### src/rtl/mdu_pkg.sv
// Shared constants and types for the multicycle multiply/divide unit.
// Optional feature macro: DIVZERO_EXC_EN (divide-by-zero early exit and flag).
package mdu_pkg;

    localparam int unsigned MDU_WIDTH = 32;
    localparam int unsigned ITER      = MDU_WIDTH;
    localparam int unsigned CNT_W     = $clog2(ITER);

    localparam logic OP_MULT = 1'b0;
    localparam logic OP_DIV  = 1'b1;

    typedef enum logic [1:0] {
        ST_IDLE = 2'd0,
        ST_RUN  = 2'd1,
        ST_FIX  = 2'd2
    } state_e;

endpackage

### src/rtl/mdu_if.sv
// Request/result bundle between the control path (master) and the mult/div unit (slave).
// Signals: start/op/a/b requests; hi/lo results; busy/done status.
// div_zero is present only when DIVZERO_EXC_EN is defined.
interface mdu_if #(
    parameter int unsigned WIDTH = 32
);
    logic             start;
    logic             op;
    logic [WIDTH-1:0] a;
    logic [WIDTH-1:0] b;
    logic [WIDTH-1:0] hi;
    logic [WIDTH-1:0] lo;
    logic             busy;
    logic             done;
`ifdef DIVZERO_EXC_EN
    logic             div_zero;

    modport master (output start, op, a, b, input hi, lo, busy, done, div_zero);
    modport slave  (input start, op, a, b, output hi, lo, busy, done, div_zero);
`else
    modport master (output start, op, a, b, input hi, lo, busy, done);
    modport slave  (input start, op, a, b, output hi, lo, busy, done);
`endif
endinterface

### src/rtl/mdu_div_step.sv
// One combinational restoring-division step on unsigned magnitudes.
// Ports: rq_i = {remainder, quotient/dividend-bits}, divisor_i, rq_o = next {rem, quo}.
module mdu_div_step #(
    parameter int unsigned WIDTH = 32
) (
    input  logic [2*WIDTH-1:0] rq_i,
    input  logic [WIDTH-1:0]   divisor_i,
    output logic [2*WIDTH-1:0] rq_o
);
    logic [WIDTH:0] rem_sh;
    logic [WIDTH:0] trial;

    // Shift in the next dividend bit, try the subtraction, keep it if no borrow.
    always_comb begin
        rem_sh = rq_i[2*WIDTH-1:WIDTH-1];
        trial  = rem_sh - {1'b0, divisor_i};
        if (!trial[WIDTH]) begin
            rq_o = {trial[WIDTH-1:0], rq_i[WIDTH-2:0], 1'b1};
        end else begin
            rq_o = {rem_sh[WIDTH-1:0], rq_i[WIDTH-2:0], 1'b0};
        end
    end
endmodule

### src/rtl/mult_div_unit.sv
// Multicycle signed MULT (shift-add) / DIV (restoring) unit producing HI/LO.
// Ports: clk, reset (async, active-high), bus (mdu_if.slave: start/op/a/b in,
// hi/lo/busy/done out, plus div_zero when DIVZERO_EXC_EN is defined).
// Both operations work on magnitudes; signs are applied in the FIX state.
module mult_div_unit
    import mdu_pkg::*;
#(
    parameter int unsigned WIDTH = ITER
) (
    input  logic clk,
    input  logic reset,
    mdu_if.slave bus
);
    localparam int unsigned CW = $clog2(WIDTH);
    localparam int unsigned W2 = 2 * WIDTH;

    state_e           state_q, state_d;
    logic [CW-1:0]    cnt_q, cnt_d;
    logic [W2-1:0]    acc_q, acc_d;
    logic [WIDTH-1:0] opnd_q, opnd_d;
    logic             op_q, op_d;
    logic             neg_q, neg_d;
    logic             neg_rem_q, neg_rem_d;
    logic             bz_q, bz_d;
    logic [WIDTH-1:0] hi_q, hi_d;
    logic [WIDTH-1:0] lo_q, lo_d;
    logic             busy_q, busy_d;
    logic             done_q, done_d;
`ifdef DIVZERO_EXC_EN
    logic             dz_q, dz_d;
`endif

    logic             a_neg, b_neg, b_zero;
    logic [WIDTH-1:0] a_mag, b_mag;
    logic [WIDTH:0]   mul_sum;
    logic [W2-1:0]    mul_next, div_next, prod_neg;
    logic [WIDTH-1:0] quo, rem, quo_neg, rem_neg;

    mdu_div_step #(.WIDTH(WIDTH)) u_div_step (
        .rq_i      (acc_q),
        .divisor_i (opnd_q),
        .rq_o      (div_next)
    );

    // Operand magnitudes, shift-add step and sign fix-up values.
    always_comb begin
        a_neg    = bus.a[WIDTH-1];
        b_neg    = bus.b[WIDTH-1];
        b_zero   = (bus.b == '0);
        a_mag    = a_neg ? (~bus.a + WIDTH'(1)) : bus.a;
        b_mag    = b_neg ? (~bus.b + WIDTH'(1)) : bus.b;
        mul_sum  = {1'b0, acc_q[W2-1:WIDTH]} + (acc_q[0] ? {1'b0, opnd_q} : '0);
        mul_next = {mul_sum, acc_q[WIDTH-1:1]};
        prod_neg = ~acc_q + W2'(1);
        quo      = acc_q[WIDTH-1:0];
        rem      = acc_q[W2-1:WIDTH];
        quo_neg  = ~quo + WIDTH'(1);
        rem_neg  = ~rem + WIDTH'(1);
    end

    // Next-state and output logic.
    always_comb begin
        state_d   = state_q;
        cnt_d     = cnt_q;
        acc_d     = acc_q;
        opnd_d    = opnd_q;
        op_d      = op_q;
        neg_d     = neg_q;
        neg_rem_d = neg_rem_q;
        bz_d      = bz_q;
        hi_d      = hi_q;
        lo_d      = lo_q;
        done_d    = 1'b0;
`ifdef DIVZERO_EXC_EN
        dz_d      = 1'b0;
`endif
        case (state_q)
            ST_IDLE: begin
                if (bus.start) begin
                    op_d      = bus.op;
                    bz_d      = b_zero;
                    neg_d     = a_neg ^ b_neg;
                    neg_rem_d = a_neg;
                    cnt_d     = '0;
                    // Multiplier rides in the low half; dividend likewise for division.
                    if (bus.op == OP_MULT) begin
                        opnd_d = a_mag;
                        acc_d  = {WIDTH'(0), b_mag};
                    end else begin
                        opnd_d = b_mag;
                        acc_d  = {WIDTH'(0), a_mag};
                    end
                    state_d = ST_RUN;
`ifdef DIVZERO_EXC_EN
                    if (bus.op == OP_DIV && b_zero) begin
                        state_d = ST_FIX;
                    end
`endif
                end
            end
            ST_RUN: begin
                acc_d = (op_q == OP_MULT) ? mul_next : div_next;
                cnt_d = cnt_q + CW'(1);
                if (cnt_q == CW'(WIDTH - 1)) begin
                    state_d = ST_FIX;
                end
            end
            ST_FIX: begin
                state_d = ST_IDLE;
                done_d  = 1'b1;
`ifdef DIVZERO_EXC_EN
                if (op_q == OP_DIV && bz_q) begin
                    dz_d = 1'b1;
                end else
`endif
                begin
                    if (op_q == OP_MULT) begin
                        {hi_d, lo_d} = neg_q ? prod_neg : acc_q;
                    end else begin
                        // Zero divisor leaves the all-ones quotient unsigned.
                        lo_d = (neg_q && !bz_q) ? quo_neg : quo;
                        hi_d = neg_rem_q ? rem_neg : rem;
                    end
                end
            end
            default: state_d = ST_IDLE;
        endcase
        busy_d = (state_d != ST_IDLE);
    end

    // State and output registers.
    always_ff @(posedge clk or posedge reset) begin
        if (reset) begin
            state_q   <= ST_IDLE;
            cnt_q     <= '0;
            acc_q     <= '0;
            opnd_q    <= '0;
            op_q      <= 1'b0;
            neg_q     <= 1'b0;
            neg_rem_q <= 1'b0;
            bz_q      <= 1'b0;
            hi_q      <= '0;
            lo_q      <= '0;
            busy_q    <= 1'b0;
            done_q    <= 1'b0;
`ifdef DIVZERO_EXC_EN
            dz_q      <= 1'b0;
`endif
        end else begin
            state_q   <= state_d;
            cnt_q     <= cnt_d;
            acc_q     <= acc_d;
            opnd_q    <= opnd_d;
            op_q      <= op_d;
            neg_q     <= neg_d;
            neg_rem_q <= neg_rem_d;
            bz_q      <= bz_d;
            hi_q      <= hi_d;
            lo_q      <= lo_d;
            busy_q    <= busy_d;
            done_q    <= done_d;
`ifdef DIVZERO_EXC_EN
            dz_q      <= dz_d;
`endif
        end
    end

    assign bus.hi   = hi_q;
    assign bus.lo   = lo_q;
    assign bus.busy = busy_q;
    assign bus.done = done_q;
`ifdef DIVZERO_EXC_EN
    assign bus.div_zero = dz_q;
`endif
endmodule
### src/flat_wrapper.sv
// flat-port wrapper written by rule: the top's interface ports become plain ports
module mult_div_unit_flat import mdu_pkg::*;
#(
    parameter int unsigned WIDTH = ITER
)
  (clk, reset, bus_start, bus_op, bus_a, bus_b, bus_hi, bus_lo, bus_busy, bus_done);
  mdu_if #(.WIDTH(WIDTH)) bus_i ();
  input  logic clk;
  input  logic reset;
  input wire logic [$bits(bus_i.start)-1:0] bus_start;
  input wire logic [$bits(bus_i.op)-1:0] bus_op;
  input wire logic [$bits(bus_i.a)-1:0] bus_a;
  input wire logic [$bits(bus_i.b)-1:0] bus_b;
  output wire logic [$bits(bus_i.hi)-1:0] bus_hi;
  output wire logic [$bits(bus_i.lo)-1:0] bus_lo;
  output wire logic [$bits(bus_i.busy)-1:0] bus_busy;
  output wire logic [$bits(bus_i.done)-1:0] bus_done;
  assign bus_i.start = bus_start;
  assign bus_i.op = bus_op;
  assign bus_i.a = bus_a;
  assign bus_i.b = bus_b;
  assign bus_hi = bus_i.hi;
  assign bus_lo = bus_i.lo;
  assign bus_busy = bus_i.busy;
  assign bus_done = bus_i.done;
  mult_div_unit #(.WIDTH(WIDTH)) u_core (.clk(clk), .reset(reset), .bus(bus_i));
endmodule
### config.mk
export PLATFORM = sky130hd
export DESIGN_NAME = mult_div_unit_flat
export DESIGN_NICKNAME = d
export VERILOG_FILES = /design/src/rtl/mdu_pkg.sv /design/src/rtl/mdu_if.sv /design/src/rtl/mdu_div_step.sv /design/src/rtl/mult_div_unit.sv /design/src/flat_wrapper.sv
export SDC_FILE = /design/constraint.sdc
export NUM_CORES = 1
export LEC_CHECK = 0
export BUFFER_PORTS_ARGS = -buffer_cell sky130_fd_sc_hd__buf_2
export CORE_ASPECT_RATIO = 1.5
export CORE_MARGIN = 3
export CORE_UTILIZATION = 63
export CTS_BUF_LIST = sky130_fd_sc_hd__clkbuf_4 sky130_fd_sc_hd__clkbuf_8
export CTS_CLUSTER_SIZE = 28
export DETAILED_ROUTE_END_ITERATION = 8
export PLACE_DENSITY = 0.82
export SYNTH_ARGS = -nofsm -noshare
export SYNTH_HDL_FRONTEND = slang
export SYNTH_HIERARCHICAL = 1
export SYNTH_SLANG_ARGS = --single-unit
### constraint.sdc
create_clock -name clk -period 6.82 [get_ports clk]
set_clock_uncertainty 0.1 [all_clocks]
set_input_delay 0.682 -clock clk [delete_from_list [all_inputs] [get_ports clk]]
set_output_delay 0.682 -clock clk [all_outputs]
set_load 0.005 [all_outputs]
After elaboration in Yosys (flattened, before gate mapping)

Index checks and enable logic that the tools add are counted.

Flip-flop bits (word level): 173
Bits of input ports: 68
Output and inout port bits: 66
Word-level logic and storage cells: 58

Add/sub/neg operators: 8
Equality and inequality tests: 4
Multiplexer cells: 20
Bitwise logic cells: 6
Reduce and logical (&&, ||, !) cells: 8

Operators with widths:

| cell                                                             | count |
|---|---|
| 32-bit two-way mux                                               | 9 |
| 64-bit two-way mux                                               | 4 |
| 32-bit by 1-bit adder with 32-bit output (second input constant) | 4 |
| 32-bit NOT                                                       | 4 |
| 64-bit case mux with 2 select lines                              | 1 |
| 64-bit by 1-bit adder with 64-bit output (second input constant) | 1 |
| 64-bit NOT                                                       | 1 |
| 32-bit by 33-bit adder with 33-bit output                        | 1 |
| 33-bit by 32-bit subtractor with 33-bit output                   | 1 |
| 32-bit zero test                                                 | 1 |
| 5-bit case mux with 2 select lines                               | 1 |
| 5-bit by 1-bit adder with 5-bit output (second input constant)   | 1 |
| 5-bit == test (second input constant)                            | 1 |
| 5-bit two-way mux                                                | 1 |
| 2-bit two-way mux                                                | 2 |
| 2-bit case mux with 2 select lines                               | 1 |
| 2-bit AND reduction                                              | 2 |
| 2-bit nonzero test                                               | 2 |
| 2-bit by 1-bit == test with 1-bit output (second input constant) | 1 |
| 2-bit == test (second input constant)                            | 1 |
| 2-bit zero test                                                  | 1 |
| 2-bit != test (second input constant)                            | 1 |
| 1-bit logical AND                                                | 1 |
| 1-bit zero test                                                  | 1 |
| 2 further kinds                                                  | 2 |

Longest topological paths before layout

Word-level depth: 6
Mapped depth: 18
Mapped depth without buffers: 16

Modules after synthesis

Netlist, hierarchy kept.

Modules (own cells, without submodules):

| module        | times used | cells each | area each (sq um) | seq. area each (sq um) |
|---|---|---|---|---|
| mult_div_unit | 1          | 1485       | 12273.0           | 4329.2 |
| mdu_div_step  | 1          | 336        | 2591.2            | 0.0 |

Worst setup path after synthesis

OpenSTA, ideal clock, no wires.

Kind: register -> register
Start: reg u_core.acc_q[31]
End: reg u_core.acc_q[46]
Setup time: 0.121 ns
Arrival: 3.523 ns
Data required time: 6.599 ns
Slack: 3.076 ns
Cell stages (with the launch flop): 18
Buffers on the path: 2
Period minus slack after synthesis: 3.744 ns
Cell sequence: dfrtp_1 > inv_1 > ha_1 > fa_1 > and2b_1 > o2111ai_2 > a21oi_2 > o2111ai_1 > a211oi_2 > nor2_4 > mux2i_4 > and2_4 > buf_12 > inv_8 > buf_12 > mux2_4 > a21o_1 > a22o_1

Cells in the longest elaborated chain, start to end: 4

RTL lines:

| element                                        | line                 | text |
|---|---|---|
| start, declared                                | mult_div_unit.sv:19  | `logic [W2-1:0] acc_q, acc_d;` |
| start signal, assigned                         | mult_div_unit.sv:136 | `acc_q <= '0;` |
| start signal, assigned                         | mult_div_unit.sv:152 | `acc_q <= acc_d;` |
| 33-bit by 32-bit subtractor with 33-bit output | mdu_div_step.sv:16   | `trial = rem_sh - {1'b0, divisor_i};` |
| 64-bit two-way mux                             | mdu_div_step.sv:17   | `if (!trial[WIDTH]) begin` |
| named net u_core.div_next[46]                  | mult_div_unit.sv:36  | `logic [W2-1:0] mul_next, div_next, prod_neg;` |
| 64-bit two-way mux                             | mult_div_unit.sv:102 | `acc_d = (op_q == OP_MULT) ? mul_next : div_next;` |
| 64-bit case mux with 2 select lines            | mult_div_unit.sv:77  | `case (state_q)` |

The timed path passes the listed nets, and every way through them passes these cells.
A chain may end at the register's enable or synchronous reset.

Final worst setup path

Start: reg u_core.acc_q[4]
End: reg u_core.hi_q[4] (netlist: u_core/bus.hi[4])

Cells in the longest elaborated chain, start to end: 4

RTL lines:

| element                                  | line                 | text |
|---|---|---|
| 64-bit NOT                               | mult_div_unit.sv:54  | `prod_neg = ~acc_q + W2'(1);` |
| 64-bit by 1-bit adder with 64-bit output | mult_div_unit.sv:54  |  |
| 64-bit two-way mux                       | mult_div_unit.sv:118 | `{hi_d, lo_d} = neg_q ? prod_neg : acc_q;` |
| 32-bit two-way mux                       | mult_div_unit.sv:117 | `if (op_q == OP_MULT) begin` |
| end signal, assigned                     | mult_div_unit.sv:158 | `hi_q <= hi_d;` |
| end, declared                            | mult_div_unit.sv:25  | `logic [WIDTH-1:0] hi_q, hi_d;` |

No other way between the ends.

==> impl_metrics.env <==
export IMPL_clkTransAtPathRegs_ns=0.10
export IMPL_maxCapViolCount=0
export IMPL_routabilityCongestion=0.988
export IMPL_finalSetupViolCount=0
export IMPL_multiInputGateArea_sq_um=9620
export IMPL_switchingPower_mw=4.10
export IMPL_path_class="reg2reg"
export IMPL_antenna_left=0
export IMPL_dp_slack_ns=2.72
export IMPL_p_int_mw=4.19
export IMPL_die_w_um=131
export IMPL_start_util_pct=64.2
export IMPL_use_met1_pct=37.7
export IMPL_die_h_um=194
export IMPL_fin_setup_tns_ns=0
export IMPL_p_clk_share_pct=9.5
export IMPL_via_count=13800
export IMPL_final_hold_violation_count=0
export IMPL_worstHoldPathType="in2async"
export IMPL_clockBufferDepth=2
export IMPL_postPlaceCellArea_sq_um=15300
export IMPL_syn_inst=1821
export IMPL_required_ns=7.05
export IMPL_layout_drive_gt1_share_pct=13.3
export IMPL_power_density_nw_per_um2=526
export IMPL_htree_num_levels=4
export IMPL_async_reset_ff_share_pct=100
export IMPL_area_growth_pct=5.89
export IMPL_die_area_sq_um=25500
export IMPL_combPwrFrac_pct=65.5
export IMPL_post_route_util_pct=68.0
export IMPL_cpMostUsedCell="o21ai_0"
export IMPL_drtIter0Drc=1112
export IMPL_yosys_area_share_adder_pct=6.16
export IMPL_register_area_sq_um=4330
export IMPL_syn_avg_cell_area_sq_um=8.16
export IMPL_firstDrtPassIters=6
export IMPL_fin_crit_sh_pct=61.4
export IMPL_max_stage_delay_ns=1.04
export IMPL_io_buffer_count=133
export IMPL_path_buf_inv=0
export IMPL_layout_nets=1992
export IMPL_slowest_stage="o21ai_0"
export IMPL_worst_pin_slew_ns=1.22
export IMPL_synthMuxAreaShare_pct=5.88
export IMPL_synth_simple_gate_area_share_pct=19.0
export IMPL_worst_slack_ns=2.63
export IMPL_synth_top_family_by_area="compound AO/OA/AOI/OAI gates"
export IMPL_layout_commonest_cell="nand2_1"
export IMPL_routed_wl_mm=43.7
export IMPL_cts_setup_buffers=0
export IMPL_fin_area_sq_um=15700
export IMPL_num_rows=68
export IMPL_arrival_ns=4.42
export IMPL_synth_seq_area_share_pct=29.1
export IMPL_grt_pass1_wl_mm=68.9
export IMPL_critPathLaunchType="register"
export IMPL_path_delay_family="simple AND/OR/NAND/NOR gates"
export IMPL_detail_route_wl_per_cell_um=20.1
export IMPL_clk_latency_ns=0.49
export IMPL_core_sq_um=23100
export IMPL_synth_cell_area_sq_um=14900
export IMPL_cts_sinks=173
export IMPL_syn_num_nets=1961
export IMPL_io_pins=134
export IMPL_use_met3_pct=4.10
export IMPL_cp_end_kind="register"
export IMPL_yosys_area_share_xor_xnor_pct=10.3
export IMPL_grtUsageTotal_pct=33.5
export IMPL_grt_max_degree=130
export IMPL_dp_hpwl_mm=33.2
export IMPL_synth_edf_count=0
export IMPL_synth_ff_type="dfrtp_1"
export IMPL_top_usage_layer="met2"
export IMPL_use_met2_pct=58.2
export IMPL_yosysWarningCount=6
export IMPL_cts_tree="yes"
export IMPL_fmax_mhz=239
export IMPL_period_minus_slack_ns=4.19
export IMPL_ys_seq_elements=173
export IMPL_rsz0062_at_grt="false"
export IMPL_grt_pass1_vias=13200
export IMPL_fillers=2032
export IMPL_grt_overflow=0
export IMPL_p_sw_share_pct=49.5
export IMPL_path_cells="or4_1 -> nor4_1 -> nand4_1 -> o21ai_0 -> o21ai_0 -> xnor2_1 -> o21ai_0"
export IMPL_max_vdd_ir_drop_v=0.000333
export IMPL_hold_slack_ns=0.135
export IMPL_yosysUniqueCellTypes=94
export IMPL_holdBufCountCts=0
export IMPL_slew_violations=0
export IMPL_seqPwrFrac_pct=25.0
export IMPL_root_buffer="clkbuf_8"
export IMPL_status="finished clean"
export IMPL_antenna_found_initial=0
export IMPL_p_leak_nw=7.02
export IMPL_slew_headroom_pct=18.9
export IMPL_crit_fanout=11
export IMPL_antenna_cells=0
export IMPL_synth_compound_area_share_pct=23.4
export IMPL_numCtsBuffers=17
export IMPL_ctsResizeCount=0
export IMPL_viasPerCell=6.32
export IMPL_final_cell_mix="nand2_1, o21ai_0, dfrtp_1"
export IMPL_drc_errors=0
-- Yosys cell counts, types with 16 or more instances --
master / count / area share [%]
nand2b_1: 17 / 0.72
mux2i_1: 43 / 2.9
inv_1: 52 / 1.3
xnor2_1: 95 / 5.6
xor2_1: 79 / 4.7
buf_4: 34 / 1.7
a22oi_1: 18 / 0.91
a21o_1: 41 / 2.1
ha_1: 70 / 5.9
nand4_1: 16 / 0.67
nand2_1: 225 / 5.7
nor3_1: 40 / 1.3
a21oi_1: 112 / 3.8
nor2_1: 110 / 2.8
nand3_1: 36 / 1.2
mux2_4: 19 / 1.9
o31ai_1: 22 / 1.1
and2_1: 40 / 1.7
clkbuf_1: 75 / 1.9
dfrtp_1: 173 / 29
o21ai_0: 222 / 7.5
o211ai_1: 23 / 1.2
-- final timing paths --
| path | start | end | slack [ns] | depth (start not counted) |
|---|---|---|---|---|
| min | reset | u_core/bus.hi[9]$_DFFE_PP0P_ | 0.13 | 2 |
| min reg2reg | u_core/bus.lo[11]$_DFFE_PP0P_ | u_core/bus.lo[11]$_DFFE_PP0P_ | 0.38 | 2 |
| max in group asynchronous | reset | u_core/op_q$_DFFE_PP0P_ | 4.99 | 3 |
| min in group clk | u_core/bus.lo[11]$_DFFE_PP0P_ | u_core/bus.lo[11]$_DFFE_PP0P_ | 0.38 | 2 |
| max | u_core/acc_q[4]$_DFFE_PP0P_ | u_core/bus.hi[4]$_DFFE_PP0P_ | 2.63 | 7 |
| max reg2reg | u_core/acc_q[4]$_DFFE_PP0P_ | u_core/bus.hi[4]$_DFFE_PP0P_ | 2.63 | 7 |
-- power by group through the flow --
| stage | combinational, mW | sequential, mW | clock [mW] |
|---|---|---|---|
| floorplan | 4.57 | 1.75 | 0 |
| global placement | 5.22 | 2.04 | 0 |
| detailed placement | 5.33 | 2.06 | 0 |
| CTS | 5.36 | 2.04 | 0.799 |
| global route | 5.98 | 2.10 | 0.841 |
| finish | 5.43 | 2.07 | 0.788 |
-- sequential cells by signal (all words and copies together), names as in the netlist --
register and flops:
u_core/acc_q 64, u_core/bus.hi 32, u_core/bus.lo 32, u_core/opnd_q 32, u_core/cnt_q 5, u_core/state_q 2
u_core/bus.busy 1, u_core/bus.done 1, u_core/bz_q 1, u_core/neg_q 1, u_core/neg_rem_q 1, u_core/op_q 1
-- layout make-up --
| cell class | instances | share of cell area (%) |
|---|---|---|
| repair buffers | 143 | 4.71 |
| clock buffers | 21 | 1.80 |
| clock inverters | 11 | 0.954 |
| flip-flops and latches | 173 | 27.5 |
| multi-input cells | 1462 | 61.1 |
| inverters | 55 | 1.39 |
| well taps | 315 | 2.50 |
-- per-stage QoR --
step,instances,power [mW]
2_1_floorplan,1821,6.32
3_3_place_gp,2148,7.26
3_5_place_dp,2148,7.39
4_1_cts,2180,8.20
5_1_grt,2180,8.92
6_report,2180,8.29
-- per-layer routing --
metal	up-vias	wire length (um)
met1	6501	16300
met5	-	0
met2	552	21600
li1	6558	-
met4	0	3670
met3	171	2200
-- worst register-to-register path, stage by stage, from the launching register on --
cell and delay, ns:
dfrtp_1 0.46, or4_1 0.62, nor4_1 0.61, nand4_1 0.46, o21ai_0 1.04, o21ai_0 0.31
xnor2_1 0.33, o21ai_0 0.11
-- cell families after synthesis --
group	count (synthesis)
adders and majority gates	72
and+or+nand+nor	583
buffers and inverters	186
DFF	173
muxes	75
xor gates and xnor gates	174
AOI/OAI and AO/OA	558
Power figures use the tool's default switching activity.
